**src/rtl/div_16x8_seq.sv**
```systemverilog
// div_16x8_seq: sequential radix-2 restoring divider, 16-bit dividend by 8-bit divisor.
// One quotient bit per clock; APPROX_LSB low quotient bits are skipped (forced to 0)
// to shorten latency, with the remainder taken from the truncated dividend.
module div_16x8_seq #(
  parameter int APPROX_LSB = 0
) (
  input  logic        clk,
  input  logic        rst,
  input  logic        in_valid,
  output logic        in_ready,
  input  logic [15:0] dividend,
  input  logic [7:0]  divisor,
  output logic        out_valid,
  input  logic        out_ready,
  output logic [15:0] quotient,
  output logic [7:0]  remainder,
  output logic        dbz
);

  localparam int K = APPROX_LSB;
  localparam int N = 16 - APPROX_LSB;

  typedef enum logic [1:0] {
    IDLE = 2'd0,
    RUN  = 2'd1,
    DONE = 2'd2
  } state_t;

  state_t      state_reg;
  logic [4:0]  count_reg;   // iterations still to run
  logic [7:0]  p_reg;       // partial remainder (always < divisor, so 8 bits hold it)
  logic [15:0] a_reg;       // dividend shift register, MSB is the next bit to bring down
  logic [15:0] q_reg;       // quotient bits collected so far, LSB-aligned
  logic [7:0]  d_reg;       // captured divisor

  // One restoring step: bring down the next dividend bit and try to subtract.
  logic [8:0]  t_next;
  logic [7:0]  t_sub;
  logic        qbit_next;
  logic [7:0]  p_next;
  logic [15:0] q_next;

  // Trial subtraction for the current iteration.
  always_comb begin
    t_next    = {p_reg, a_reg[15]};
    qbit_next = (t_next >= {1'b0, d_reg});
    // When the subtraction is taken the result is below d_reg, so 8-bit wraparound is exact.
    t_sub     = t_next[7:0] - d_reg;
    p_next    = qbit_next ? t_sub : t_next[7:0];
    q_next    = {q_reg[14:0], qbit_next};
  end

  assign in_ready = (state_reg == IDLE);

  // Control FSM and datapath registers; outputs update only on entry to DONE.
  always_ff @(posedge clk or posedge rst) begin
    if (rst) begin
      state_reg <= IDLE;
      count_reg <= '0;
      p_reg     <= '0;
      a_reg     <= '0;
      q_reg     <= '0;
      d_reg     <= '0;
      out_valid <= 1'b0;
      quotient  <= '0;
      remainder <= '0;
      dbz       <= 1'b0;
    end else begin
      case (state_reg)
        IDLE: begin
          if (in_valid) begin
            d_reg <= divisor;
            a_reg <= dividend;
            p_reg <= '0;
            q_reg <= '0;
            if (divisor == 8'd0) begin
              // Divide by zero short-circuits straight to a saturated result.
              quotient  <= 16'hFFFF;
              remainder <= 8'd0;
              dbz       <= 1'b1;
              out_valid <= 1'b1;
              state_reg <= DONE;
            end else begin
              count_reg <= 5'(N);
              state_reg <= RUN;
            end
          end
        end
        RUN: begin
          p_reg     <= p_next;
          q_reg     <= q_next;
          a_reg     <= {a_reg[14:0], 1'b0};
          count_reg <= count_reg - 5'd1;
          if (count_reg == 5'd1) begin
            // Skipped iterations leave zeros below the computed quotient bits.
            quotient  <= q_next << K;
            remainder <= p_next;
            dbz       <= 1'b0;
            out_valid <= 1'b1;
            state_reg <= DONE;
          end
        end
        DONE: begin
          if (out_ready) begin
            out_valid <= 1'b0;
            state_reg <= IDLE;
          end
        end
        default: begin
          out_valid <= 1'b0;
          state_reg <= IDLE;
        end
      endcase
    end
  end

endmodule

```
**config.mk**
```make
export PLATFORM = sky130hd
export DESIGN_NAME = div_16x8_seq
export DESIGN_NICKNAME = d
export VERILOG_FILES = /design/src/rtl/div_16x8_seq.sv
export SDC_FILE = /design/constraint.sdc
export NUM_CORES = 1
export LEC_CHECK = 0
export CAP_MARGIN = 10
export CORE_AREA = 10 10 105 107
export CTS_BUF_LIST = sky130_fd_sc_hd__clkbuf_4
export CTS_CLUSTER_SIZE = 24
export DETAILED_ROUTE_END_ITERATION = 8
export DIE_AREA = 0 0 115 117
export DONT_BUFFER_PORTS = 1
export HOLD_SLACK_MARGIN = 0.1
export PLACE_DENSITY = 0.7
export RECOVER_POWER = 100
export SETUP_SLACK_MARGIN = 0.15
export SLEW_MARGIN = 10
export SYNTH_ARGS = -nofsm -noshare
export SYNTH_HDL_FRONTEND = slang
export SYNTH_SLANG_ARGS = --single-unit
```
**constraint.sdc**
```tcl
create_clock -name clk -period 2.95 [get_ports clk]
set_clock_uncertainty 0.05 [all_clocks]
set_input_delay 0.295 -clock clk [delete_from_list [all_inputs] [get_ports clk]]
set_output_delay 0.295 -clock clk [all_outputs]
set_load 0.02 [all_outputs]
```
# == After elaboration in Yosys (flattened, before gate mapping) ==
# Cells that the tools add are included.
# word_totals
inputBits,28
reg_bits,80
# classes
add_sub_neg,2
muxes,30
n_eq_ne,8
n_lt_le_gt_ge,1
reduce_logical,9
# op_table
operator,count
two-way mux 16 bit,4
case mux 16 bit (2 select lines),2
two-way mux 8 bit,5
case mux 8 bit (2 select lines),2
case mux 15 bit (2 select lines),1
two-way mux 15 bit,1
two-way mux 5 bit,2
case mux 5 bit (2 select lines),1
>= comparator 9 x 8 -> 1 bit,1
zero test 8 bit,1
two-way mux 2 bit,4
"inequality test 2 bit, second input constant",4
AND reduction 4 bit,2
subtractor 8 bit,1
case mux 2 bit (3 select lines),1
AND reduction 3 bit,2
"== test 5 x 1 -> 1 bit, second input constant",1
two-way mux 1 bit,5
"subtractor 5 x 1 -> 5 bit, second input constant",1
AND reduction 2 bit,2
case mux 1 bit (3 select lines),1
"== test 2 x 1 -> 1 bit, second input constant",1
"== test 2 bit, second input constant",1
zero test 2 bit,1
other kinds (3),3

# == Longest topological paths before layout ==
# Gate-level depths: netlist of the first run.
# depth
word_depth,4
mapped_depth,9
mapped_depth_nobuf,8

# == Worst setup path before layout of the first run ==
# Ideal clock, no wire load.
# synth_path
path_kind,reg2reg
start,register p_reg[5]
end,register remainder[3]
t_required_ns,2.831
arrival_time_ns,2.075
setup_time_ns,0.069
setup_slack_ns,0.756
stages_incl_launch_ff,8
synth_period_minus_slack_ns,2.194
cell_sequence,dfrtp_1 -> ha_1 -> clkbuf_1 -> a21o_1 -> a211o_1 -> buf_2 -> or4_1 -> nand3_1
# synth_between
elab_chain_len,4
# synth_rtl
element,line,text
start: declaration,31,logic [7:0] p_reg;
start signal: assignment,90,p_reg <= p_next;
>= comparator 9 x 8 -> 1 bit,46,"qbit_next = (t_next >= {1'b0, d_reg});"
two-way mux 8 bit,49,p_next = qbit_next ? t_sub : t_next[7:0];
two-way mux 8 bit,94,if (count_reg == 5'd1) begin
case mux 8 bit (2 select lines),69,case (state_reg)
end signal: assignment,97,remainder <= p_next;
end: declaration,16,"output logic [7:0] remainder,"
# Every way passes these cells. The select of a mux whose other input is x is not followed.
# A chain may end at the register's enable or synchronous reset.

# == Final worst setup path of the first run ==
# layout_path
start,register state_reg[0]
end,register remainder[0]
# layout_between
elab_chain_len,3
word_cells_on_any_way,8
cone_classes,4 x eq/ne; 1 x mux; 3 x reduce/logical
# layout_rtl
element,line,text
start: declaration,29,state_t state_reg;
start signal: assignment,58,state_reg <= IDLE;
start signal: assignment,82,state_reg <= DONE;
start signal: assignment,85,state_reg <= RUN;
== test 2 x 1 -> 1 bit / zero test 2 bit (equally long branches),69,
inequality test 2 bit (no source line) (tied with other cells),--,
AND reduction 4 bit (no source line),--,
# Several ways; a longest one is shown, not always the timed one.

==> run summary, run 1 <==
The run gives 0.00902 sq mm as the core region area. Entering global routing, the biggest net connects 55 pins. For the worst setup path, the data required time is 3.24 ns.

Using the TritonRoute via totals, the vias-per-cell ratio works out to 5.81. The number of antenna violations at the first check in global routing came out at 1. For this run, the leading register cell type out of synthesis is sky130_fd_sc_hd__dfrtp_1. The run finished, with violations left.

For this design, the sink count on the clock tree is 80. The total global routing overflow came out at 0. The floorplan die width works out to 115 um. Routed length per instance: 18.3 um. The count of nets left with antenna violations once routing finished came out at 0. STA classifies the critical path startpoint as a flop. Commonest non-fill, non-tap cell in the layout: sky130_fd_sc_hd__dfrtp_1. For the number of maximum-capacitance violations, the log shows 1. In the final layout, the share of cells above drive strength 1 is 8.48%. The highest fanout seen on the critical path was 16. Once the floorplan was initialized, standard cells occupied 42.9% of the core.

TritonCTS built the clock tree. For the number of top-level pins, the log shows 55. The average cell area after synthesis works out to 10.6 sq um. The net count of the finished layout is 423.

The internal portion of the total power is 2.57 mW. The run gives 42 as the number of pins with negative max-slew slack in the final report. The quantity of I/O buffers inserted on ports came out at 0. The top cell types in the final layout, fill and taps aside, are sky130_fd_sc_hd__dfrtp_1 (80), sky130_fd_sc_hd__nand2_1 (44), sky130_fd_sc_hd__o21ai_0 (27), sky130_fd_sc_hd__dlygate4sd3_1 (27). The combinational family with the most area after synthesis was compound AO/OA/AOI/OAI gates. The combinational fraction of design power is 46.6%, and the number of nets produced by synthesis is 403.

The xor/xnor share of the synthesized area is 1.36%, and the DRC violation count after routing is 0. The initialized floorplan defines 35 standard-cell rows. The area of the die is 0.0135 sq mm. The worst setup path is captured at a flop.

The first detailed-routing pass took 7 iterations. Yosys mapped a number of flops with a built-in enable equal to 0. Setup repair after global routing left no endpoint under its margin. The via count of the first global-routing pass is 3,016, and the share of the clock period used by the worst path after layout is 89.9%. For the worst-skew pair later-pin latency, the log shows 0.44 ns.

The portion of synthesized area spent on multiplexers is 4.43%. Across all layers, the routed design uses 2,910 vias. The clock-pin slew on the worst setup and hold paths was 0.14 ns. The HPWL after detailed placement is 6.29 mm. The actual slew at the worst max-slew pin works out to 1.82 ns. Registers are responsible for 41.0% of the overall power.

The die is 117 um tall. The clock power share was 12.4%. The logs give 2.94 ns for the critical path arrival and 0.00387 sq mm for the post-synth design cell area.

In this run the power density over the cells is 1120 mW/mm^2. Total count of hold-check failures in the final report: 0. The tools report the filler cell count as 832.

The logs give 0 for the number of buffers added for setup after CTS and 51.7% for the sequential cell area fraction in the yosys report. The synthesized instance count was 364; the final setup violation count was 0. Subtracting the final worst setup slack from the clock period gives 2.65 ns. Clock buffer count from CTS: 9. The adder and majority cell fraction of the synthesized area was 3.75%; the switching power share of the total was 46.9%. In this run, the number of DRC markers left after iteration 0 of detailed routing was 166.

Summed over all nets, the switching power comes to 2.26 mW. The proportion of synthesized flip-flops having asynchronous set or reset came out at 100%. The checks that failed: capacitance limit, slew limit. The number of warnings issued by yosys is 0, and the wire length of the first global-routing pass is 15.5 mm. For this run, the total global-route usage over all layers was measured as 14.4%. The distinct cell type count after synthesis was 63. Counting flops and latches in the post-synthesis netlist gives 80. The growth of design area from synthesis to finish came out at 11.4%. IR analysis of the VDD net gives a maximum drop of 0.000389 V.

The run gives 9.16 mm as the total routed wirelength. Clock tree root driver cell: sky130_fd_sc_hd__clkbuf_4. Measured against its own limit, the worst slew margin works out to -22.1%. Cells fill 47.8% of the core in the end. The run gives 0.00200 sq mm as the combined flip-flop and latch cell area. Setup TNS after final layout: 0 ns. The buffer levels on the longest clock path was 2; the fraction of the mapped netlist area in compound gates was 20.8%.

For the routability congestion estimate, the log shows 0.864. The tools report the highest clock frequency the design can meet as 377 MHz. The min-delay analysis places its worst path in the category in -> reg. The multi-input combinational cells in the finished layout cover a total of 0.00167 sq mm.

After Yosys synthesis, and, or, nand and nor cells account for 13.2% of the synthesized area. Summed over all cells, the static leakage comes to 1.85 nW. The tools report the number of H-tree levels as 3. The worst setup path is of the reg -> reg kind.
## worst paths after layout
check	start	end	slack, ns	cells past startpoint
worst max-delay path	state_reg[0]	remainder[0]	0.30	5
worst min-delay path	divisor[2]	count_reg[3]	0.30	3
worst max register to register	state_reg[0]	remainder[0]	0.30	5
worst min register to register	a_reg[14]	a_reg[14]	0.44	2
max in group asynchronous	rst	a_reg[12]	0.94	3
min in group asynchronous	rst	q_reg[13]	0.69	2
## cells in the mapped netlist, drive strengths merged, types with 2 or more instances
cell,count,share of area [%]
dfrtp,80,52
nand2,45,4.6
o21ai,27,3.5
buf,19,2.7
nor2,17,1.7
mux2i,16,4.1
a22o,15,3.4
o22a,15,3.4
inv,14,1.4
ha,10,3.2
o211ai,10,2.1
a21oi,7,1.0
and2,7,1.1
clkbuf,7,0.68
nand3,5,0.65
nand4,5,0.81
o31ai,5,1.1
nor2b,4,0.65
a211oi,3,0.71
a31oi,3,0.49
nand2b,3,0.49
nor3,3,0.39
nor4,3,0.49
or4,3,0.58
xnor2,3,0.68
xor2,3,0.68
a211o,2,0.49
a21boi,2,0.39
a221o,2,0.52
a221oi,2,0.61
a32oi,2,0.45
a41oi,2,0.45
nand3b,2,0.39
o2111ai,2,0.45
## stage by stage
step	worst slack (ns)	hold slack, ns	instance area, sq um	std cells	total power, mW
2_1_floorplan	0.553	0.362	3870	364	3.73
4_1_cts	0.266	0.218	4350	500	4.90
3_5_place_dp	0.264	0.265	3960	457	4.27
6_report	0.297	0.296	4310	501	4.83
5_1_grt	0.162	0.331	4310	501	5.25
3_3_place_gp	0.445	0.262	3960	457	4.17
## metal layers
metal | GRT usage [%] | wire, um | vias to the layer above
met5 | 0 | 0 | -
met4 | 7.18 | 222 | 0
met3 | 3.31 | 688 | 16
met2 | 22.9 | 4480 | 103
met1 | 18.0 | 3770 | 1418
li1 | - | - | 1373
## kinds of logic (layout without fill, tap and decap cells)
kind of cell	after synthesis	after routing
flops	80	80
compound gates	107	107
mux	17	17
fa+ha+maj	11	11
buf+inv	40	65
other cells	0	1
simple gates	103	103
xor+xnor	6	6
## power groups by stage
stage	clock network, mW	registers, mW	logic, mW
after floorplan	0	1.88	1.85
after global placement	0	2.00	2.17
after detailed placement	0	2.02	2.25
after CTS	0.619	2.00	2.28
after global routing	0.676	2.04	2.53
final	0.597	1.98	2.25
## final cells by class
type	instances	share of cell area (%)
sequential	80	46.4
antenna	1	0.0581
inverter	14	1.25
clock inverter	7	1.22
multi-input combinational	244	38.8
tap	111	3.22
clock buffer	9	1.57
timing repair buffer	35	7.40
## what timing repair did
action                                  4_1_cts  5_1_grt
endpoints found under the hold margin        66        0
hold buffers                                 27        0
endpoints found under the setup margin        0        1
resized for setup                             0        1
## critical path: stages (launching register included)
cell and delay (ns):
sky130_fd_sc_hd__dfrtp_1 0.50, sky130_fd_sc_hd__nor2b_1 0.91, sky130_fd_sc_hd__a21oi_1 0.21, sky130_fd_sc_hd__nand2_1 0.44, sky130_fd_sc_hd__a2111oi_0 0.16, sky130_fd_sc_hd__a221o_1 0.29
(Power assumes the default switching activity.)
==> inputs of run 2 (changes only) <==
--- a/config.mk
+++ b/config.mk
@@ -7,7 +7,7 @@
 export LEC_CHECK = 0
 export CAP_MARGIN = 10
 export CORE_AREA = 10 10 105 107
-export CTS_BUF_LIST = sky130_fd_sc_hd__clkbuf_4
+export CTS_BUF_LIST = sky130_fd_sc_hd__clkbuf_4 sky130_fd_sc_hd__clkbuf_8
 export CTS_CLUSTER_SIZE = 24
 export DETAILED_ROUTE_END_ITERATION = 8
 export DIE_AREA = 0 0 115 117
==> run 2 against run 1 <==
Compared with the run above: the run still ends with capacitance limit, slew limit left; setup slack worse by 0.011 ns; sequential cell count stayed put; count of clock-buffer cells in the layout is 1 higher; hold slack worse by 0.19 ns; clock power is 29% higher; final cell count is 1.0% lower; power is 3.4% higher; combinational power hardly changed; non-clock buffer count is 4 lower; critical path type unchanged.
==> run summary, run 2 (synthesized netlist as in run 1, its figures left out) <==
The flow ran to the end, but the final reports show violations. Failing checks: capacitance limit, slew limit (unchanged). The end point of the worst hold path was a_reg[9] (was count_reg[3]).

The type of the worst min-delay path was in -> reg (unchanged). For the via count of the first global-routing pass, the log shows 3,008 (was 3,016). The origin of the worst min-delay path was dividend[9] (was divisor[2]).

The quantity of I/O buffers inserted on ports was 0 (unchanged). TritonCTS built the clock tree. The combined flip-flop and latch cell area came out at 0.00200 sq mm (unchanged).

The commonest non-fill, non-tap cell in the layout is sky130_fd_sc_hd__dfrtp_1 (unchanged). Total global routing overflow: 0 (unchanged). The highest ir drop seen on vdd came out at 0.000385 V (was 0.000389 V). The number of pins with negative max-slew slack in the final report was 42 (unchanged); the overall via count from detail_route was 2,916 (was 2,910). Setup repair after global routing left no endpoint under its margin. The highest fanout seen on the critical path came out at 16 (unchanged). The number of antenna violations at the first check in global routing was 0 (was 1).

The detailed-routing iteration count for the pre-antenna-repair pass is 5 (was 7), and the worst-case reg-to-reg path depth is 5 (unchanged). The routed length per instance came out at 18.2 um (was 18.3 um). The tools report the startpoint type of the worst setup path as a flop (unchanged). The placed wire-length estimate is 6.29 mm (unchanged). Antenna diode instance count: 0 (was 1). Commonest cells after routing, fill and taps aside: sky130_fd_sc_hd__dfrtp_1 (80), sky130_fd_sc_hd__nand2_1 (44), sky130_fd_sc_hd__o21ai_0 (27), sky130_fd_sc_hd__dlygate4sd3_1 (23) (was sky130_fd_sc_hd__dfrtp_1 (80), sky130_fd_sc_hd__nand2_1 (44), sky130_fd_sc_hd__o21ai_0 (27), sky130_fd_sc_hd__dlygate4sd3_1 (27)). For the filler cell count, the log shows 825 (was 832).

The share of the clock period used by the worst path after layout works out to 90.3% (was 89.9%). Worst reg2reg path endpoint: remainder[0] (unchanged). The leakage dissipation is 1.87 nW (was 1.85 nW), and the number of cell rows is 35 (unchanged).

The highest clock frequency the design can meet is 375 MHz (was 377 MHz), and the share of layout cells above drive strength 1 is 8.83% (was 8.48%). The setup TNS after final layout was 0 ns (unchanged); the final antenna-violating net count was 0 (unchanged). The final setup violation count is 0 (unchanged), and the sink count of the clock tree is 80 (unchanged).

The logs give 14.2% (was 14.4%) for the overall fraction of global-route tracks in use and 15.4 mm (was 15.5 mm) for the wire length of the first global-routing pass. The run gives 0.0135 sq mm (unchanged) as the area of the die. The required time reported for the critical path endpoint is 3.15 ns (was 3.24 ns). The growth of design area from synthesis to finish came out at 12.1% (was 11.4%). The chip height was 117 um (unchanged); the area of all placed cells without fillers was 0.00434 sq mm (was 0.00431 sq mm).

The actual slew at the worst max-slew pin is 1.80 ns (was 1.82 ns). For the number of H-tree levels, the log shows 3 (unchanged). The number of design-rule violations left by the first detailed-router iteration is 205 (was 166), and the core region area is 0.00902 sq mm (unchanged).

The tools report the worst reg-to-reg setup slack as 0.29 ns (was 0.30 ns). The logs give 0 (unchanged) for the DRC violation count after routing and 1 (unchanged) for the number of maximum-capacitance violations. Start-to-end type of the worst setup path: reg -> reg (unchanged).

The run gives 55 (unchanged) as the number of top-level pins. The tools report the buffer levels on the longest clock path as 2 (unchanged). The worst max-slew margin expressed relative to the limit was -20.9% (was -22.1%). The launch instance of the worst register-to-register path is state_reg[0] (unchanged).

The tools report the clock tree root driver cell as sky130_fd_sc_hd__clkbuf_8 (was sky130_fd_sc_hd__clkbuf_4). The number of vias per cell after detailed routing was 5.88 (was 5.81); the initial cell density of the core was 42.9% (unchanged). The clock-pin slew on the worst setup and hold paths is 0.09 ns (was 0.14 ns).

The post-route minimum period was 2.66 ns (was 2.65 ns). For the net count of the finished layout, the log shows 419 (was 423). The floorplan die width was 115 um (unchanged); the total count of hold-check failures in the final report was 0 (unchanged).

The tools report the worst-skew pair later-pin latency as 0.36 ns (was 0.44 ns). The tools report the critical path arrival as 2.86 ns (was 2.94 ns). The area occupied by multi-input gates was 0.00168 sq mm (was 0.00167 sq mm); the number of buffers added for setup after CTS was 0 (unchanged). The tools report the type of destination of the critical path as a flop (unchanged). The power density relative to cell area works out to 1150 mW/mm^2 (was 1120 mW/mm^2).

For the cell area after placement, the log shows 0.00396 sq mm (unchanged). The clock buffer count from CTS is 9 (unchanged), and the total routed wirelength is 9.04 mm (was 9.16 mm). The number of stages on the worst hold path is 2 (was 3), and the largest net degree at the start of global routing is 55 (unchanged). Routability congestion estimate: 0.864 (unchanged).
-- run 2: cell count changes in the layout (fill, tap and decap cells not counted) --
| cell | previous run | this run |
|---|---|---|
| sky130_fd_sc_hd__buf_4 | 4 | 3 |
| sky130_fd_sc_hd__clkbuf_2 | 3 | 4 |
| sky130_fd_sc_hd__nand2_2 | 1 | 0 |
| sky130_fd_sc_hd__clkbuf_4 | 9 | 0 |
| sky130_fd_sc_hd__clkinv_1 | 1 | 0 |
| sky130_fd_sc_hd__diode_2 | 1 | 0 |
| sky130_fd_sc_hd__nand2_4 | 0 | 1 |
| sky130_fd_sc_hd__clkbuf_8 | 0 | 10 |
| sky130_fd_sc_hd__dlygate4sd3_1 | 27 | 23 |
-- run 2: through the flow --
stage	power, mW	setup WS [ns]	cells	utilization (%)	hold slack, ns
finish	4.99	0.287	496	48.1	0.108
global route	5.42	0.206	496	48.1	0.128
CTS	5.07	0.268	496	48.5	0.101
detailed placement	4.27	0.264	457	43.9	0.265
global placement	4.17	0.445	457	43.9	0.262
floorplan	3.73	0.553	364	-	0.362
-- run 2: layout make-up --
class | count | area share [%]
repair buffers | 31 | 6.38
well taps | 111 | 3.20
inverters | 14 | 1.24
multi-input cells | 244 | 38.7
flip-flops and latches | 80 | 46.2
clock buffers | 10 | 3.17
clock inverters | 6 | 1.13
-- run 2: worst max path at each step --
stage / from / to / cells past startpoint
6_report: state_reg[0] / remainder[0] / 5
5_1_grt: state_reg[0] / remainder[0] / 5
4_1_cts: p_reg[3] / remainder[0] / 6
3_5_place_dp: p_reg[3] / remainder[0] / 6
3_3_place_gp: p_reg[3] / remainder[0] / 6
2_1_floorplan: rst / a_reg[0] / 1
-- run 2: repair_timing --
item / 4_1_cts / 5_1_grt
resized for setup: 0 / 1
hold buffers: 23 / 0
hold endpoints to repair: 62 / 0
setup endpoints to repair: 0 / 2
-- run 2: worst max-delay path: stages, from the launching register on --
cell,delay [ns]
sky130_fd_sc_hd__dfrtp_1,0.48
sky130_fd_sc_hd__nor2b_1,0.95
sky130_fd_sc_hd__a21oi_1,0.21
sky130_fd_sc_hd__nand2_1,0.43
sky130_fd_sc_hd__a2111oi_0,0.15
sky130_fd_sc_hd__a221o_1,0.28
-- run 2: metal layers --
layer / up-vias / global-route usage [%] / wire length (um)
met5: - / 0 / 0
met4: 0 / 6.11 / 209
met3: 22 / 4.13 / 728
met2: 108 / 22.7 / 4350
met1: 1427 / 17.7 / 3750
li1: 1359 / - / -
-- run 2: power by group --
group	internal, mW	switching [mW]
Combinational	0.870	1.37
Clock	0.341	0.430
Sequential	1.51	0.472
